[config.mk]
export PLATFORM = sky130hd
export DESIGN_NAME = poly_tone_engine_flat
export DESIGN_NICKNAME = d
export VERILOG_FILES = /design/src/rtl/poly_tone_engine_pkg.sv /design/src/rtl/poly_tone_engine_if.sv /design/src/rtl/tone_wave_shaper.sv /design/src/rtl/poly_tone_engine.sv /design/src/flat_wrapper.sv
export SDC_FILE = /design/constraint.sdc
export NUM_CORES = 1
export LEC_CHECK = 0
export BUFFER_PORTS_ARGS = -buffer_cell sky130_fd_sc_hd__buf_2
export CORE_ASPECT_RATIO = 0.8
export CORE_MARGIN = 2
export CORE_UTILIZATION = 45
export CTS_CLUSTER_DIAMETER = 100
export DETAILED_ROUTE_END_ITERATION = 10
export SYNTH_ARGS = -nofsm -noshare
export SYNTH_HDL_FRONTEND = slang
export SYNTH_SLANG_ARGS = --single-unit
[constraint.sdc]
create_clock -name clk_in -period 21.6 [get_ports clk_in]
set_input_delay 1.08 -clock clk_in [delete_from_list [all_inputs] [get_ports clk_in]]
set_output_delay 1.08 -clock clk_in [all_outputs]
set_load 0.05 [all_outputs]
[src/rtl/poly_tone_engine_pkg.sv]
// Shared constants for the polyphonic tone engine: wave codes, register
// offsets, CTRL bit positions, FSM states and the noise LFSR definition.
package tone_pkg;

    localparam logic [1:0] WAVE_SQUARE = 2'd0;
    localparam logic [1:0] WAVE_SAW    = 2'd1;
    localparam logic [1:0] WAVE_TRI    = 2'd2;
    localparam logic [1:0] WAVE_NOISE  = 2'd3;

    localparam logic [1:0] REG_FREQ = 2'd0;
    localparam logic [1:0] REG_VOL  = 2'd1;
    localparam logic [1:0] REG_CTRL = 2'd2;

    localparam int CTRL_WAVE_LSB = 0;
    localparam int CTRL_WAVE_MSB = 1;
    localparam int CTRL_EN       = 2;
    localparam int CTRL_PRST     = 15;

    typedef enum logic [1:0] {
        ST_IDLE = 2'd0,
        ST_MIX  = 2'd1,
        ST_OUT  = 2'd2
    } state_t;

    localparam logic [15:0] LFSR_SEED = 16'hACE1;
    localparam logic [15:0] LFSR_POLY = 16'hB400;

    // One right-shifting Galois step; the polynomial is folded in when bit 0 falls out.
    function automatic logic [15:0] lfsr_step(input logic [15:0] s);
        return {1'b0, s[15:1]} ^ (s[0] ? LFSR_POLY : 16'h0000);
    endfunction

endpackage

[src/rtl/poly_tone_engine_if.sv]
// Register write port from the SPI decoder: address, data and a one-cycle strobe.
interface poly_tone_engine_if #(
    parameter int ADDR_W = 6
);
    logic [ADDR_W-1:0] addr_in;
    logic [15:0]       data_in;
    logic              data_valid_in;

    modport master (output addr_in, data_in, data_valid_in);
    modport slave  (input  addr_in, data_in, data_valid_in);
endinterface

[src/rtl/tone_wave_shaper.sv]
// Combinational waveform generator and volume scaler for one voice.
// Noise (wave code 3) is only produced when TONE_NOISE_EN is defined;
// otherwise that code yields silence.
module tone_wave_shaper
    import tone_pkg::*;
#(
    parameter int PHASE_W  = 16,
    parameter int SAMPLE_W = 16,
    parameter int VOL_W    = 4
) (
    input  logic [PHASE_W-1:0]         phase,
    input  logic [1:0]                 wave,
    input  logic [VOL_W-1:0]           vol,
    input  logic [15:0]                lfsr,
    output logic signed [SAMPLE_W-1:0] sample
);

    localparam logic [SAMPLE_W-1:0] SQ_POS = {1'b0, {(SAMPLE_W-1){1'b1}}};
    localparam logic [SAMPLE_W-1:0] SQ_NEG = {1'b1, {(SAMPLE_W-2){1'b0}}, 1'b1};

    logic [SAMPLE_W-1:0]         p;
    logic                        m;
    logic [SAMPLE_W-1:0]         p_sh;
    logic [SAMPLE_W-1:0]         fold;
    logic signed [SAMPLE_W-1:0]  wave_s;
    logic signed [SAMPLE_W+VOL_W:0] prod;
    logic                        unused_bits;

    assign p           = phase[PHASE_W-1 -: SAMPLE_W];
    assign m           = p[SAMPLE_W-1];
    assign p_sh        = {p[SAMPLE_W-2:0], 1'b0};
    assign fold        = m ? ~p_sh : p_sh;
    assign unused_bits = ^{lfsr, phase};

`ifdef TONE_NOISE_EN
    logic [SAMPLE_W-1:0] noise;
    generate
        if (SAMPLE_W <= 16) begin : g_noise_slice
            assign noise = lfsr[15 -: SAMPLE_W];
        end else begin : g_noise_ext
            assign noise = {{(SAMPLE_W-16){1'b0}}, lfsr};
        end
    endgenerate
`endif

    // Select the raw bipolar waveform, then scale by the unsigned volume.
    always_comb begin
        wave_s = '0;
        case (wave)
            WAVE_SQUARE: wave_s = m ? SQ_NEG : SQ_POS;
            WAVE_SAW:    wave_s = {~p[SAMPLE_W-1], p[SAMPLE_W-2:0]};
            WAVE_TRI:    wave_s = {~fold[SAMPLE_W-1], fold[SAMPLE_W-2:0]};
`ifdef TONE_NOISE_EN
            WAVE_NOISE:  wave_s = noise;
`else
            WAVE_NOISE:  wave_s = '0;
`endif
            default:     wave_s = '0;
        endcase
        prod   = wave_s * $signed({1'b0, vol});
        sample = SAMPLE_W'(prod >>> VOL_W);
    end

endmodule

[src/rtl/poly_tone_engine.sv]
// Time-multiplexed polyphonic oscillator bank. One voice is mixed per clock
// after each sample tick; the saturated sum lands on data_out NUM_VOICES+1
// cycles after the tick. Define TONE_NOISE_EN to give each voice a noise LFSR.
module poly_tone_engine
    import tone_pkg::*;
#(
    parameter int NUM_VOICES = 4,
    parameter int PHASE_W    = 16,
    parameter int SAMPLE_W   = 16,
    parameter int VOL_W      = 4,
    parameter int ADDR_W     = 6
) (
    input  logic                       clk_in,
    input  logic                       reset_in,
    input  logic                       sample_tick_in,
    poly_tone_engine_if.slave          wr,
    output logic signed [SAMPLE_W-1:0] data_out,
    output logic                       data_valid_out,
    output logic                       overrun_out
);

    localparam int VIDX_W = (NUM_VOICES > 1) ? $clog2(NUM_VOICES) : 1;
    localparam int ACC_W  = SAMPLE_W + $clog2(NUM_VOICES) + 1;
    localparam int VSEL_W = ADDR_W - 2;
    localparam logic [VIDX_W-1:0] LAST_V = VIDX_W'(NUM_VOICES - 1);
    localparam logic signed [ACC_W-1:0] SAT_HI = {{(ACC_W-SAMPLE_W+1){1'b0}}, {(SAMPLE_W-1){1'b1}}};
    localparam logic signed [ACC_W-1:0] SAT_LO = {{(ACC_W-SAMPLE_W+1){1'b1}}, {(SAMPLE_W-1){1'b0}}};

    state_t state_q, state_nxt;
    logic [VIDX_W-1:0] vidx_q;
    logic signed [ACC_W-1:0] acc_q, acc_nxt;

    logic [PHASE_W-1:0] phase_q [NUM_VOICES];
    logic [PHASE_W-1:0] freq_q  [NUM_VOICES];
    logic [VOL_W-1:0]   vol_q   [NUM_VOICES];
    logic [1:0]         wave_q  [NUM_VOICES];
    logic [NUM_VOICES-1:0] en_q;

    logic [VSEL_W-1:0]     wr_voice;
    logic [1:0]            wr_off;
    logic                  wr_hit;
    logic [NUM_VOICES-1:0] prst_hit;

    logic                       cur_en;
    logic [PHASE_W-1:0]         cur_phase, new_phase;
    logic [15:0]                shaper_lfsr;
    logic signed [SAMPLE_W-1:0] shaped, contrib, sat_val;
    logic                       mix_last;

    // Address decode; out-of-range voices and the reserved offset never hit.
    always_comb begin
        wr_voice = wr.addr_in[ADDR_W-1:2];
        wr_off   = wr.addr_in[1:0];
        wr_hit   = wr.data_valid_in && (int'(wr_voice) < NUM_VOICES);
        for (int i = 0; i < NUM_VOICES; i++) begin
            prst_hit[i] = wr_hit && (wr_off == REG_CTRL) && (wr_voice == VSEL_W'(i))
                          && wr.data_in[CTRL_PRST];
        end
    end

    // Per-voice configuration registers, writable in any FSM state.
    always_ff @(posedge clk_in or negedge reset_in) begin
        if (!reset_in) begin
            for (int i = 0; i < NUM_VOICES; i++) begin
                freq_q[i] <= '0;
                vol_q[i]  <= '0;
                wave_q[i] <= '0;
            end
            en_q <= '0;
        end else if (wr_hit) begin
            for (int i = 0; i < NUM_VOICES; i++) begin
                if (wr_voice == VSEL_W'(i)) begin
                    case (wr_off)
                        REG_FREQ: freq_q[i] <= wr.data_in[PHASE_W-1:0];
                        REG_VOL:  vol_q[i]  <= wr.data_in[VOL_W-1:0];
                        REG_CTRL: begin
                            wave_q[i] <= wr.data_in[CTRL_WAVE_MSB:CTRL_WAVE_LSB];
                            en_q[i]   <= wr.data_in[CTRL_EN];
                        end
                        default: ;
                    endcase
                end
            end
        end
    end

`ifdef TONE_NOISE_EN
    logic [15:0] lfsr_q [NUM_VOICES];
    logic [15:0] new_lfsr;

    assign new_lfsr    = cur_en ? lfsr_step(lfsr_q[vidx_q]) : lfsr_q[vidx_q];
    assign shaper_lfsr = new_lfsr;

    // Noise state advances with each enabled mix; a phase-reset strobe reseeds it.
    always_ff @(posedge clk_in or negedge reset_in) begin
        if (!reset_in) begin
            for (int i = 0; i < NUM_VOICES; i++) lfsr_q[i] <= LFSR_SEED;
        end else begin
            for (int i = 0; i < NUM_VOICES; i++) begin
                if (prst_hit[i])
                    lfsr_q[i] <= LFSR_SEED;
                else if (state_q == ST_MIX && vidx_q == VIDX_W'(i))
                    lfsr_q[i] <= new_lfsr;
            end
        end
    end
`else
    assign shaper_lfsr = 16'h0000;
`endif

    // Datapath for the voice currently being mixed; register reads give old values on same-cycle writes.
    always_comb begin
        cur_en    = en_q[vidx_q];
        cur_phase = phase_q[vidx_q];
        new_phase = cur_en ? cur_phase + freq_q[vidx_q] : cur_phase;
        contrib   = cur_en ? shaped : '0;
        acc_nxt   = acc_q + {{(ACC_W-SAMPLE_W){contrib[SAMPLE_W-1]}}, contrib};
        if (acc_nxt > SAT_HI)
            sat_val = {1'b0, {(SAMPLE_W-1){1'b1}}};
        else if (acc_nxt < SAT_LO)
            sat_val = {1'b1, {(SAMPLE_W-1){1'b0}}};
        else
            sat_val = acc_nxt[SAMPLE_W-1:0];
        mix_last  = (state_q == ST_MIX) && (vidx_q == LAST_V);
    end

    tone_wave_shaper #(
        .PHASE_W  (PHASE_W),
        .SAMPLE_W (SAMPLE_W),
        .VOL_W    (VOL_W)
    ) u_shaper (
        .phase  (new_phase),
        .wave   (wave_q[vidx_q]),
        .vol    (vol_q[vidx_q]),
        .lfsr   (shaper_lfsr),
        .sample (shaped)
    );

    // Phase accumulators; a reset strobe overrides the mix update for that voice.
    always_ff @(posedge clk_in or negedge reset_in) begin
        if (!reset_in) begin
            for (int i = 0; i < NUM_VOICES; i++) phase_q[i] <= '0;
        end else begin
            for (int i = 0; i < NUM_VOICES; i++) begin
                if (prst_hit[i])
                    phase_q[i] <= '0;
                else if (state_q == ST_MIX && vidx_q == VIDX_W'(i))
                    phase_q[i] <= new_phase;
            end
        end
    end

    // FSM state, voice index and mix accumulator.
    always_ff @(posedge clk_in or negedge reset_in) begin
        if (!reset_in) begin
            state_q <= ST_IDLE;
            vidx_q  <= '0;
            acc_q   <= '0;
        end else begin
            state_q <= state_nxt;
            if (state_q == ST_IDLE && sample_tick_in) begin
                vidx_q <= '0;
                acc_q  <= '0;
            end else if (state_q == ST_MIX) begin
                vidx_q <= vidx_q + 1'b1;
                acc_q  <= acc_nxt;
            end
        end
    end

    // Next-state logic; ticks arriving while busy are dropped and flagged.
    always_comb begin
        state_nxt   = state_q;
        overrun_out = 1'b0;
        case (state_q)
            ST_IDLE: if (sample_tick_in) state_nxt = ST_MIX;
            ST_MIX: begin
                overrun_out = sample_tick_in;
                if (vidx_q == LAST_V) state_nxt = ST_OUT;
            end
            ST_OUT: begin
                overrun_out = sample_tick_in;
                state_nxt   = ST_IDLE;
            end
            default: state_nxt = ST_IDLE;
        endcase
    end

    // The saturated sum is captured as the last voice is mixed so it is valid during OUT.
    always_ff @(posedge clk_in or negedge reset_in) begin
        if (!reset_in) begin
            data_out       <= '0;
            data_valid_out <= 1'b0;
        end else begin
            data_valid_out <= mix_last;
            if (mix_last) data_out <= sat_val;
        end
    end

endmodule

[src/flat_wrapper.sv]
// flat-port wrapper written by rule: the top's interface ports become plain ports
module poly_tone_engine_flat import tone_pkg::*;
#(
    parameter int NUM_VOICES = 4,
    parameter int PHASE_W    = 16,
    parameter int SAMPLE_W   = 16,
    parameter int VOL_W      = 4,
    parameter int ADDR_W     = 6
)
  (clk_in, reset_in, sample_tick_in, data_out, data_valid_out, overrun_out, wr_addr_in, wr_data_in, wr_data_valid_in);
  poly_tone_engine_if #(.ADDR_W(ADDR_W)) wr_i ();
  input  logic clk_in;
  input  logic reset_in;
  input  logic sample_tick_in;
  output logic signed [SAMPLE_W-1:0] data_out;
  output logic data_valid_out;
  output logic overrun_out;
  input wire logic [$bits(wr_i.addr_in)-1:0] wr_addr_in;
  input wire logic [$bits(wr_i.data_in)-1:0] wr_data_in;
  input wire logic [$bits(wr_i.data_valid_in)-1:0] wr_data_valid_in;
  assign wr_i.addr_in = wr_addr_in;
  assign wr_i.data_in = wr_data_in;
  assign wr_i.data_valid_in = wr_data_valid_in;
  poly_tone_engine #(.NUM_VOICES(NUM_VOICES), .PHASE_W(PHASE_W), .SAMPLE_W(SAMPLE_W), .VOL_W(VOL_W), .ADDR_W(ADDR_W)) u_core (.clk_in(clk_in), .reset_in(reset_in), .sample_tick_in(sample_tick_in), .wr(wr_i), .data_out(data_out), .data_valid_out(data_valid_out), .overrun_out(overrun_out));
endmodule
==> results.py <==
metrics = {
    "clocking": {
        "cts_buffers": 17,
        "clkTransAtPathRegs_ns": 0.08,
        "clock_sinks": 196,
        "cts_tree": "done",
        "cts_buffer_depth": 2,
        "htreeDepth": 4,
        "root_buffer": "clkbuf_16",
        "postCtsSetupRepairBufs": 0,
        "clock_latency_ns": 0.45,
        "holdBufCountCts": 0,
        "cts_resized": 0,
    },
    "place": {
        "place_congestion": 0.848,
        "place_inst": 1669,
        "place_area_um2": 13900,
        "detailedPlace.worstSlack_ns": 9.89,
        "io_buffers": 43,
        "dp_hpwl_um": 23500,
    },
    "routing": {
        "drcViolationCount": 0,
        "wirelength_um": 32700,
        "wl_met3_um": 1710,
        "wl_met2_um": 13800,
        "routed.top_layer": "met4",
        "wl_per_cell_um": 19.2,
        "drt_iter0_drc": 734,
        "drt_first_pass_iters": 7,
        "antenna_left": 0,
        "viasPerCell": 5.86,
        "num_vias": 9962,
        "met1_length_um": 16900,
    },
    "worst_setup_path": {
        "critPathSlowestCell": "a21oi_2",
        "cp-startpoint": "u_core.vidx_q[0]",
        "worst_ep_required_time_ns": 21.90,
        "cp_num_buf_inv": 3,
        "worstSetupStartpointType": "register",
        "end_kind": "register",
        "crit_type": "reg -> reg",
        "cp.arrival_ns": 12.21,
        "crit_family": "compound AO/OA/AOI/OAI gates",
        "r2r_start": "u_core.vidx_q[0]",
        "cp_max_fo": 45,
        "cpPeakStageDelay_ns": 0.74,
    },
    "timing": {
        "setup_tns_ns": 0,
        "fin_crit_ns": 11.92,
        "fmax_mhz": 83.9,
        "finalClockSkew_ns": 0.0185,
        "report.final.slew_viol_count": 0,
        "slew_headroom_pct": 23.5,
        "fin_crit_sh_pct": 55.2,
        "setup_viol": 0,
        "finalWorstSetupSlack_ns": 9.68,
        "rsz0062_at_grt": "no",
        "hold_viol_final": 0,
        "worstMarginPinSlew_ns": 1.15,
    },
    "die": {
        "ios": 44,
        "dieArea_um2": 31000,
        "initial_core_util_pct": 45.6,
        "die_h_um": 158,
        "num_rows": 56,
        "die_width_um": 196,
        "core_area_um2": 29200,
    },
    "synthesis": {
        "synthTopCellsByCount": "dfrtp_1 (196), nor2_1 (118), mux2_2 (101), inv_1 (89), nand2_1 (88)",
        "async_flop_share_pct": 100,
        "yosysMostFrequentCell": "dfrtp_1",
        "synth_cells": 1285,
        "synth_ff_type": "dfrtp_1",
        "yosysWarnings": 0,
        "avgSynthCellArea_um2": 10.4,
        "yosys-top-cells-area": "dfrtp_1 (37%), mux2_2 (8.5%), ha_1 (7.0%), mux4_2 (5.7%), fa_1 (5.0%)",
        "ys_types": 78,
        "synth_edf_count": 0,
        "synth_seq_cells": 196,
        "synth_nets": 1419,
        "ys_seq_area_share_pct": 36.8,
        "yosysTopAreaCell": "dfrtp_1",
        "synth_top_area_share_pct": 36.8,
        "synth.cell_area_um2": 13300,
    },
    "hold_path": {
        "min_from": "u_core.phase_q[52]",
        "hold_path_class": "reg -> reg",
    },
    "cells_and_area": {
        "ff_latch_area_um2": 4910,
        "drive_above_1_share_pct": 19.9,
        "multiInputGateArea_um2": 7840,
        "area_delta_synth_final_pct": 9.05,
        "fin_cells": 1701,
        "diodes": 0,
        "fillCellCount": 2711,
        "fin_area_um2": 14500,
        "nets": 1445,
    },
    "grt": {
        "grt_start_max_net_pins": 74,
        "grt_pass1_wl_um": 54100,
        "antenna_found_initial": 0,
        "grt_pass1_vias": 9749,
        "overflow": 0,
        "track_usage_pct": 22.4,
    },
    "power_and_ir_drop": {
        "power_switching_w": 0.000862,
        "intPower_w": 0.000949,
        "p_leak_nw": 6.82,
        "peakVddDrop_v": 0.000110,
        "swShare_pct": 47.6,
        "p_comb_share_pct": 58.0,
        "power.density_nw_per_um2": 125,
        "p_seq_share_pct": 24.1,
        "p_clk_share_pct": 17.9,
    },
    "run": {
        "maxCapViolCount": 0,
    },
    "run_status": {
        "status": "finished, final reports clean",
    },
}
kinds of logic (layout without fill, tap and decap cells):
group	Yosys count	count (layout)	synth area share, %
AND/OR/NAND/NOR	323	323	11.3
buffers and inverters	145	184	4.36
flip-flops	196	196	36.8
XOR/XNOR	45	45	2.96
AO/OA/AOI/OAI	317	317	16.9
adder cells (fa/ha/maj)	108	108	12.0
multiplexers	151	151	15.6
per-stage QoR:
stage                     power (W)  util, %  hold WS, ns
final                       0.00181     49.7        0.482
after global routing        0.00198     49.7        0.502
after global placement      0.00148     47.7        0.457
after CTS                   0.00182     49.7        0.484
after detailed placement    0.00148     47.7        0.467
after floorplan             0.00122        -        0.445
tightest hold or removal path, cell delays in order (launching register included):
cell and delay (ns):
dfrtp_1 0.34, nand2_1 0.05, o21ai_0 0.06
power by group through the flow:
stage	Sequential [W]	Combinational, W	Clock [W]
global placement	0.000443	0.00103	0
finish	0.000437	0.00105	0.000324
floorplan	0.000487	0.000737	0
CTS	0.000437	0.00105	0.000330
detailed placement	0.000443	0.00104	0
global route	0.000443	0.00119	0.000346
flip-flops by register name, indices dropped and copies added (netlist names):
name and count:
u_core.state_q 2, u_core.vol_q 16, u_core.wave_q 8, u_core.data_valid_out 1, u_core.data_out 16, u_core.phase_q 64
u_core.vidx_q 2, u_core.freq_q 64, u_core.en_q 4, u_core.acc_q 19
routing by layer:
| metal | vias up | GRT usage (%) |
|---|---|---|
| met4 | 0 | 4.44 |
| met5 | - | 0 |
| met3 | 28 | 4.01 |
| met2 | 241 | 32.6 |
| met1 | 5025 | 34.7 |
| li1 | 4668 | - |
worst paths after layout:
path                                       to  slack (ns)  cells past startpoint
max in group asynchronous    u_core.vidx_q[0]       19.65                      2
setup / recovery           u_core.data_out[2]        9.68                     36
min in group asynchronous   u_core.freq_q[59]        0.61                      1
hold reg to reg            u_core.phase_q[52]        0.48                      2
hold / removal             u_core.phase_q[52]        0.48                      2
setup reg to reg           u_core.data_out[2]        9.68                     36
cell usage in the layout, fill, tap and decap left out, types with 9 or more instances in the layout:
cell / Yosys / layout
nor2_1: 118 / 118
o22ai_2: 10 / 10
nand2b_1: 21 / 21
clkbuf_16: 0 / 17
and3_1: 10 / 10
xnor2_1: 31 / 31
buf_2: 5 / 42
nor3_1: 21 / 21
ha_1: 75 / 75
a21o_1: 16 / 16
dfrtp_1: 196 / 194
a22o_1: 47 / 47
a21oi_1: 65 / 64
mux4_2: 34 / 34
buf_4: 0 / 19
fa_1: 33 / 33
o21ai_1: 9 / 9
o21a_1: 12 / 12
nand2_1: 88 / 88
nand3_1: 18 / 18
xor2_1: 14 / 14
o21bai_1: 9 / 9
mux2i_1: 14 / 14
inv_1: 89 / 89
o21ai_0: 84 / 84
mux2_2: 101 / 101
layout make-up:
type,instances,area share (%)
Clock inverter,13,1.14
Clock buffer,19,2.98
Timing Repair Buffer,62,2.52
Tap cell,377,3.25
Multi-Input combinational cell,944,54.0
Sequential cell,196,33.8
Inverter,90,2.33
Note: power is estimated with default switching activity, not from simulation.
